**src/rtl/ids_dma_engine.sv**
```systemverilog
// Word-copy DMA master: reads one word, captures it, writes it, and repeats
// for len words, with a per-beat grant timeout that aborts the transfer.
module ids_dma_engine #(
   parameter int LEN_W    = 16,
   parameter int MAX_WAIT = 255
) (
   input  logic             i_clk,
   input  logic             i_rst,
   input  logic             i_start,
   input  logic [31:0]      i_src_addr,
   input  logic [31:0]      i_dst_addr,
   input  logic [LEN_W-1:0] i_len,
   output logic             o_busy,
   output logic             o_done,
   output logic             o_err,
   output logic             o_req_dma,
   input  logic             i_gnt_dma,
   output logic [31:0]      o_dma_addr,
   output logic             o_dma_write,
   output logic             o_dma_read,
   output logic [3:0]       o_dma_size,
   output logic [31:0]      o_dma_din,
   input  logic [31:0]      i_dma_dout,
   output logic [2:0]       o_dbg_state
);

   localparam int WAIT_W = (MAX_WAIT < 2) ? 1 : $clog2(MAX_WAIT + 1);

   typedef enum logic [2:0] {
      S_IDLE = 3'd0,
      S_RD   = 3'd1,
      S_CAP  = 3'd2,
      S_WR   = 3'd3,
      S_DONE = 3'd4
   } state_t;

   state_t             state_q, state_d;
   logic [31:0]        src_q, src_d;
   logic [31:0]        dst_q, dst_d;
   logic [LEN_W-1:0]   cnt_q, cnt_d;
   logic [WAIT_W-1:0]  wait_q, wait_d;
   logic [31:0]        data_q, data_d;
   logic               err_q, err_d;
   logic               timeout;

   logic               busy_d, done_d, req_d, rd_d, wr_d;
   logic [31:0]        addr_d, din_d;
   logic [3:0]         size_d;

   assign timeout = (MAX_WAIT != 0) && (wait_q == WAIT_W'(MAX_WAIT - 1));

   always_comb begin
      state_d = state_q;
      src_d   = src_q;
      dst_d   = dst_q;
      cnt_d   = cnt_q;
      wait_d  = wait_q;
      data_d  = data_q;
      err_d   = err_q;
      case (state_q)
         S_IDLE: begin
            if (i_start) begin
               src_d   = {i_src_addr[31:2], 2'b00};
               dst_d   = {i_dst_addr[31:2], 2'b00};
               cnt_d   = i_len;
               err_d   = 1'b0;
               state_d = (i_len == '0) ? S_DONE : S_RD;
            end
         end
         S_RD: begin
            if (i_gnt_dma) begin
               state_d = S_CAP;
            end else if (timeout) begin
               err_d   = 1'b1;
               state_d = S_DONE;
            end else begin
               wait_d = wait_q + WAIT_W'(1);
            end
         end
         S_CAP: begin
            data_d  = i_dma_dout;
            state_d = S_WR;
         end
         S_WR: begin
            if (i_gnt_dma) begin
               src_d   = src_q + 32'd4;
               dst_d   = dst_q + 32'd4;
               cnt_d   = cnt_q - LEN_W'(1);
               state_d = (cnt_q == LEN_W'(1)) ? S_DONE : S_RD;
            end else if (timeout) begin
               err_d   = 1'b1;
               state_d = S_DONE;
            end else begin
               wait_d = wait_q + WAIT_W'(1);
            end
         end
         S_DONE: state_d = S_IDLE;
         default: state_d = S_IDLE;
      endcase
      if (state_d != state_q) wait_d = '0;
   end

   // Bus outputs are decoded from the next state so they are registered
   // and appear in the same cycle the FSM enters RD/CAP/WR.
   always_comb begin
      busy_d = (state_d != S_IDLE);
      done_d = (state_d == S_DONE);
      rd_d   = (state_d == S_RD);
      wr_d   = (state_d == S_WR);
      req_d  = rd_d || wr_d;
      size_d = req_d ? 4'hF : 4'h0;
      din_d  = wr_d ? data_d : 32'd0;
      addr_d = 32'd0;
      if (wr_d) addr_d = dst_d;
      else if (rd_d || (state_d == S_CAP)) addr_d = src_d;
   end

   always_ff @(posedge i_clk) begin
      if (i_rst) begin
         state_q     <= S_IDLE;
         src_q       <= '0;
         dst_q       <= '0;
         cnt_q       <= '0;
         wait_q      <= '0;
         data_q      <= '0;
         err_q       <= 1'b0;
         o_busy      <= 1'b0;
         o_done      <= 1'b0;
         o_req_dma   <= 1'b0;
         o_dma_read  <= 1'b0;
         o_dma_write <= 1'b0;
         o_dma_size  <= 4'h0;
         o_dma_addr  <= '0;
         o_dma_din   <= '0;
      end else begin
         state_q     <= state_d;
         src_q       <= src_d;
         dst_q       <= dst_d;
         cnt_q       <= cnt_d;
         wait_q      <= wait_d;
         data_q      <= data_d;
         err_q       <= err_d;
         o_busy      <= busy_d;
         o_done      <= done_d;
         o_req_dma   <= req_d;
         o_dma_read  <= rd_d;
         o_dma_write <= wr_d;
         o_dma_size  <= size_d;
         o_dma_addr  <= addr_d;
         o_dma_din   <= din_d;
      end
   end

   assign o_err       = err_q;
   assign o_dbg_state = state_q;

endmodule

```
**config.mk**
```make
export PLATFORM = sky130hd
export DESIGN_NAME = ids_dma_engine
export DESIGN_NICKNAME = d
export VERILOG_FILES = /design/src/rtl/ids_dma_engine.sv
export SDC_FILE = /design/constraint.sdc
export NUM_CORES = 1
export LEC_CHECK = 0
export ABC_CLOCK_PERIOD_IN_PS = 6100
export CORE_ASPECT_RATIO = 1.5
export CORE_UTILIZATION = 45
export DETAILED_ROUTE_END_ITERATION = 16
export PLACE_DENSITY_LB_ADDON = 0.3
export SYNTH_ARGS = -nofsm -noshare
export SYNTH_HDL_FRONTEND = slang
export SYNTH_SLANG_ARGS = --single-unit
```
**constraint.sdc**
```tcl
create_clock -name i_clk -period 6.1 [get_ports i_clk]
set_input_delay 1.83 -clock i_clk [delete_from_list [all_inputs] [get_ports i_clk]]
set_output_delay 1.83 -clock i_clk [all_outputs]
set_load 0.005 [all_outputs]
```
==> impl_metrics.py <==
metrics = {
    "outcome": {
        "result_of_the_run": "finished, final reports clean",
    },
    "floorplanning": {
        "die_width_um": 115,
        "initial_utilization_pct": 46.1,
        "rows": 61,
        "num_ports": 193,
        "die-area_mm2": 0.0196,
        "design.core.area_mm2": 0.0186,
        "die_h_um": 171,
    },
    "worst_hold_path": {
        "hold_class": "register to register",
    },
    "cells_and_area": {
        "finish.net_count": 1289,
        "synthToLayoutAreaGrowth_pct": 30.4,
        "nFillCells": 1701,
        "layout.core_utilization_pct": 60.1,
        "finish.cell_count_without_fillers": 1433,
        "drive_gt1_share_pct": 6.36,
    },
    "pwr": {
        "power_frac_seq_pct": 44.8,
        "power_density_over_cell_area_mw_per_mm2": 287,
        "leakage_nw": 3.85,
        "power.clock.fraction_pct": 35.1,
        "total_internal_power_mw": 2.21,
        "netSwitchingFraction_pct": 31.2,
        "switchingPower_mw": 1.00,
        "vdd_ir_drop_max_mv": 0.170,
        "comb_power_share_pct": 20.2,
        "report.power.total_mw": 3.21,
    },
    "drt": {
        "postRouteWirelength_mm": 25.3,
        "routed_wire_length_per_instance_um": 17.7,
        "ant_nets": 0,
        "avgViaCountPerCell": 5.82,
        "drt_iter0_markers": 858,
        "detailedRoute.firstPassIterationCount": 6,
        "count_of_unresolved_drc_violations_after_routing": 0,
        "total_via_count_in_the_routed_design": 8344,
    },
    "cts": {
        "cts_setup_buffers": 0,
        "tritoncts": "built",
        "cts.sink_count": 193,
        "holdBufCountCts": 0,
        "cts-buffers-inserted": 17,
        "clock_tree.buffer_depth": 2,
        "ctsHtreeMaxLevel": 4,
        "post_cts_resized": 0,
        "clk_transition_reported_paths_ns": 0.08,
        "clockRootBuffer": "clkbuf_16",
        "clkLatencyLatePin_ns": 0.44,
    },
    "timing": {
        "fin_tns_setup_ns": 0,
        "layout_worst_path_cycle_share_pct": 75.3,
        "setup_repair_after_global_routing_missed_its_margin": "false",
        "slew_viol_final": 0,
        "worst-slew-pin-transition_ns": 1.08,
        "final.min_clock_period_ns": 4.59,
        "final-hold-violation-count": 0,
        "clock_skews_ns": 0.0150,
        "max_slew_margin_pct": 28.1,
        "report.final.setup_viol": 0,
        "fmax_mhz": 218,
    },
    "synthesis": {
        "yosys.cell_count.top_type": "dfxtp_1",
        "synthFlopType": "dfxtp_1",
        "synthesized_flop_and_latch_total": 193,
        "synth_async_sr_flop_share_pct": 0,
        "synthTopCellsByCount": "193 x dfxtp_1, 143 x nand2_1, 102 x a21oi_1",
        "netlist-cell-type-count": 76,
        "synthTopCellsByArea": "dfxtp_1 45%, nand2_1 6.3%, a21oi_1 5.9%, and2_1 3.1%, nor2_1 2.8%",
        "ys_warn_count": 0,
        "synthDominantCellAreaShare_pct": 45.0,
        "yosysSeqAreaShare_pct": 45.0,
        "postSynthCellCount": 1021,
        "synth-edff-count": 0,
        "mean_instance_size_in_the_synthesized_netlist_um2": 8.41,
        "synth.cell_area_mm2": 0.00858,
        "postSynthNetCount": 1143,
        "yosysTopAreaCell": "dfxtp_1",
    },
    "global_routing": {
        "grt_pass1_vias": 7907,
        "grtUsageTotal_pct": 25.7,
        "grt-ovfl-total": 0,
        "grt_start_max_net_pins": 81,
        "grt_first_pass_wirelength_mm": 39.2,
        "antenna_found_initial": 1,
    },
    "critical_path": {
        "crit_path_max_incr_delay_ns": 0.73,
        "worstRegToRegCells": 6,
        "critical_register_to_register_path_endpoint": "o_dma_addr[26]",
        "crit_path_cell_trace": "clkdlybuf4s50_1 -> buf_4 -> nor3b_1 -> a21boi_1 -> o21ba_2 -> a31oi_4 -> or2_1 -> a22o_1",
        "cp_data_arrival_time_ns": 4.98,
        "cp_data_required_time_ns": 6.49,
        "worst_setup_path_startpoint": "i_gnt_dma",
        "worst_setup_path_endpoint": "o_dma_addr[26]",
        "timing.critical_path.slowest_stage_cell": "or2_1",
        "end_kind": "register",
        "cell_family_with_most_cp_delay": "compound AO/OA/AOI/OAI gates",
        "critPathBufInv": 2,
        "cp-start-kind": "primary input",
        "critical_path_cell_count": 8,
        "register_to_register_setup_slack_ns": 2.72,
        "worst_r2r_startpoint": "o_dbg_state[0]",
        "critPathMaxFanout": 19,
        "timing_worst_setup_path_type": "primary input to register",
    },
    "job": {
        "cap_violations": 0,
    },
    "place": {
        "port_buffer_count": 188,
        "globalplace.congestion": 0.871,
        "dp_hpwl_mm": 17.3,
        "number_of_instances_in_the_placed_design": 1400,
    },
}
## flip-flops by register name (all words and copies together) (netlist names)
signal and cells:
o_dbg_state 3, o_err 1, o_dma_size 1, o_dma_din 32, o_dma_read 1, cnt_q 16, o_dma_addr 32, wait_q 8
o_dma_write 1, dst_q 32, o_busy 1, data_q 32, o_done 1, src_q 32
## cell usage in the layout (no fill, tap or decap), types with 5 or more instances in the layout
cell	instances
a21oi_1	102
or3_1	8
nor3_1	23
clkbuf_16	17
o22ai_1	11
ha_1	6
o31ai_1	5
a31oi_1	23
nor2_1	65
mux2_2	5
nand4_1	23
o311ai_0	5
o211ai_1	5
nor4_1	18
and2_1	42
a22oi_1	27
and3_1	6
nand2_1	143
a211oi_1	5
a21bo_2	6
o21a_1	6
buf_4	13
clkdlybuf4s50_1	187
a22o_1	16
xnor2_1	5
o41ai_1	5
or4_1	11
a221oi_1	11
xor2_1	11
inv_8	5
inv_1	15
and4_1	8
nand3_1	30
o21ai_0	43
dfxtp_1	193
## worst reg2reg max path: cells and delay by family (launching register included)
kind	cells	cell delay, ns
simple gates	3	1.92
compound gates	3	0.76
flops	1	0.65
## routing by layer
metal  share of wire (%)  global-route usage (%)  vias up
met3                 6.9                    6.45       63
li1                    -                       -     4022
met1                  39                    28.5     3932
met2                  49                    44.5      327
met5                   0                       0        -
met4                 4.8                    14.7        0
## worst min path at each step
| stage | startpoint | to | slack (ns) | depth (start not counted) |
|---|---|---|---|---|
| floorplan | dst_q[0] | dst_q[0] | 0.43 | 1 |
| global placement | data_q[22] | data_q[22] | 0.44 | 2 |
| detailed placement | data_q[19] | data_q[19] | 0.45 | 2 |
| CTS | data_q[19] | data_q[19] | 0.46 | 2 |
| global route | data_q[20] | data_q[20] | 0.47 | 2 |
| finish | data_q[19] | data_q[19] | 0.45 | 2 |
## through the flow
| stage | hold WS [ns] | cell area (um2) | setup slack [ns] |
|---|---|---|---|
| floorplan | 0.428 | 8580 | 2.41 |
| global placement | 0.440 | 10600 | 1.18 |
| detailed placement | 0.446 | 10600 | 1.15 |
| CTS | 0.457 | 11200 | 1.62 |
| global route | 0.472 | 11200 | 1.36 |
| finish | 0.453 | 11200 | 1.51 |
## kinds of logic (layout without fill, tap and decap cells)
family / after synthesis / in the layout / share of synthesized area (%)
other cells: 0 / 1 / 0
simple gates: 407 / 407 / 23.9
xor+xnor: 16 / 16 / 1.63
mux: 6 / 6 / 0.773
compound gates: 304 / 304 / 23.4
buf+inv: 89 / 248 / 4.43
flops: 193 / 193 / 45.0
fa+ha+maj: 6 / 6 / 0.875
## power by group through the flow
stage          Sequential, mW  Combinational (mW)  Clock [mW]
2_1_floorplan            1.45               0.375           0
3_3_place_gp             1.46               0.636           0
3_5_place_dp             1.46               0.641           0
4_1_cts                  1.44               0.646        1.15
5_1_grt                  1.45               0.703        1.19
6_report                 1.44               0.647        1.13
## layout make-up
class                           instances  area, um2  area share, %
Sequential cell                       193       3860           34.5
Clock buffer                           17        425           3.80
Clock inverter                         15        180           1.61
Multi-Input combinational cell        739       4360           38.9
Tap cell                              252        315           2.82
Inverter                               15       56.3          0.503
Antenna cell                            1       2.50         0.0224
Timing Repair Buffer                  201       1990           17.8
No activity file was read; power rests on OpenSTA's default activity.
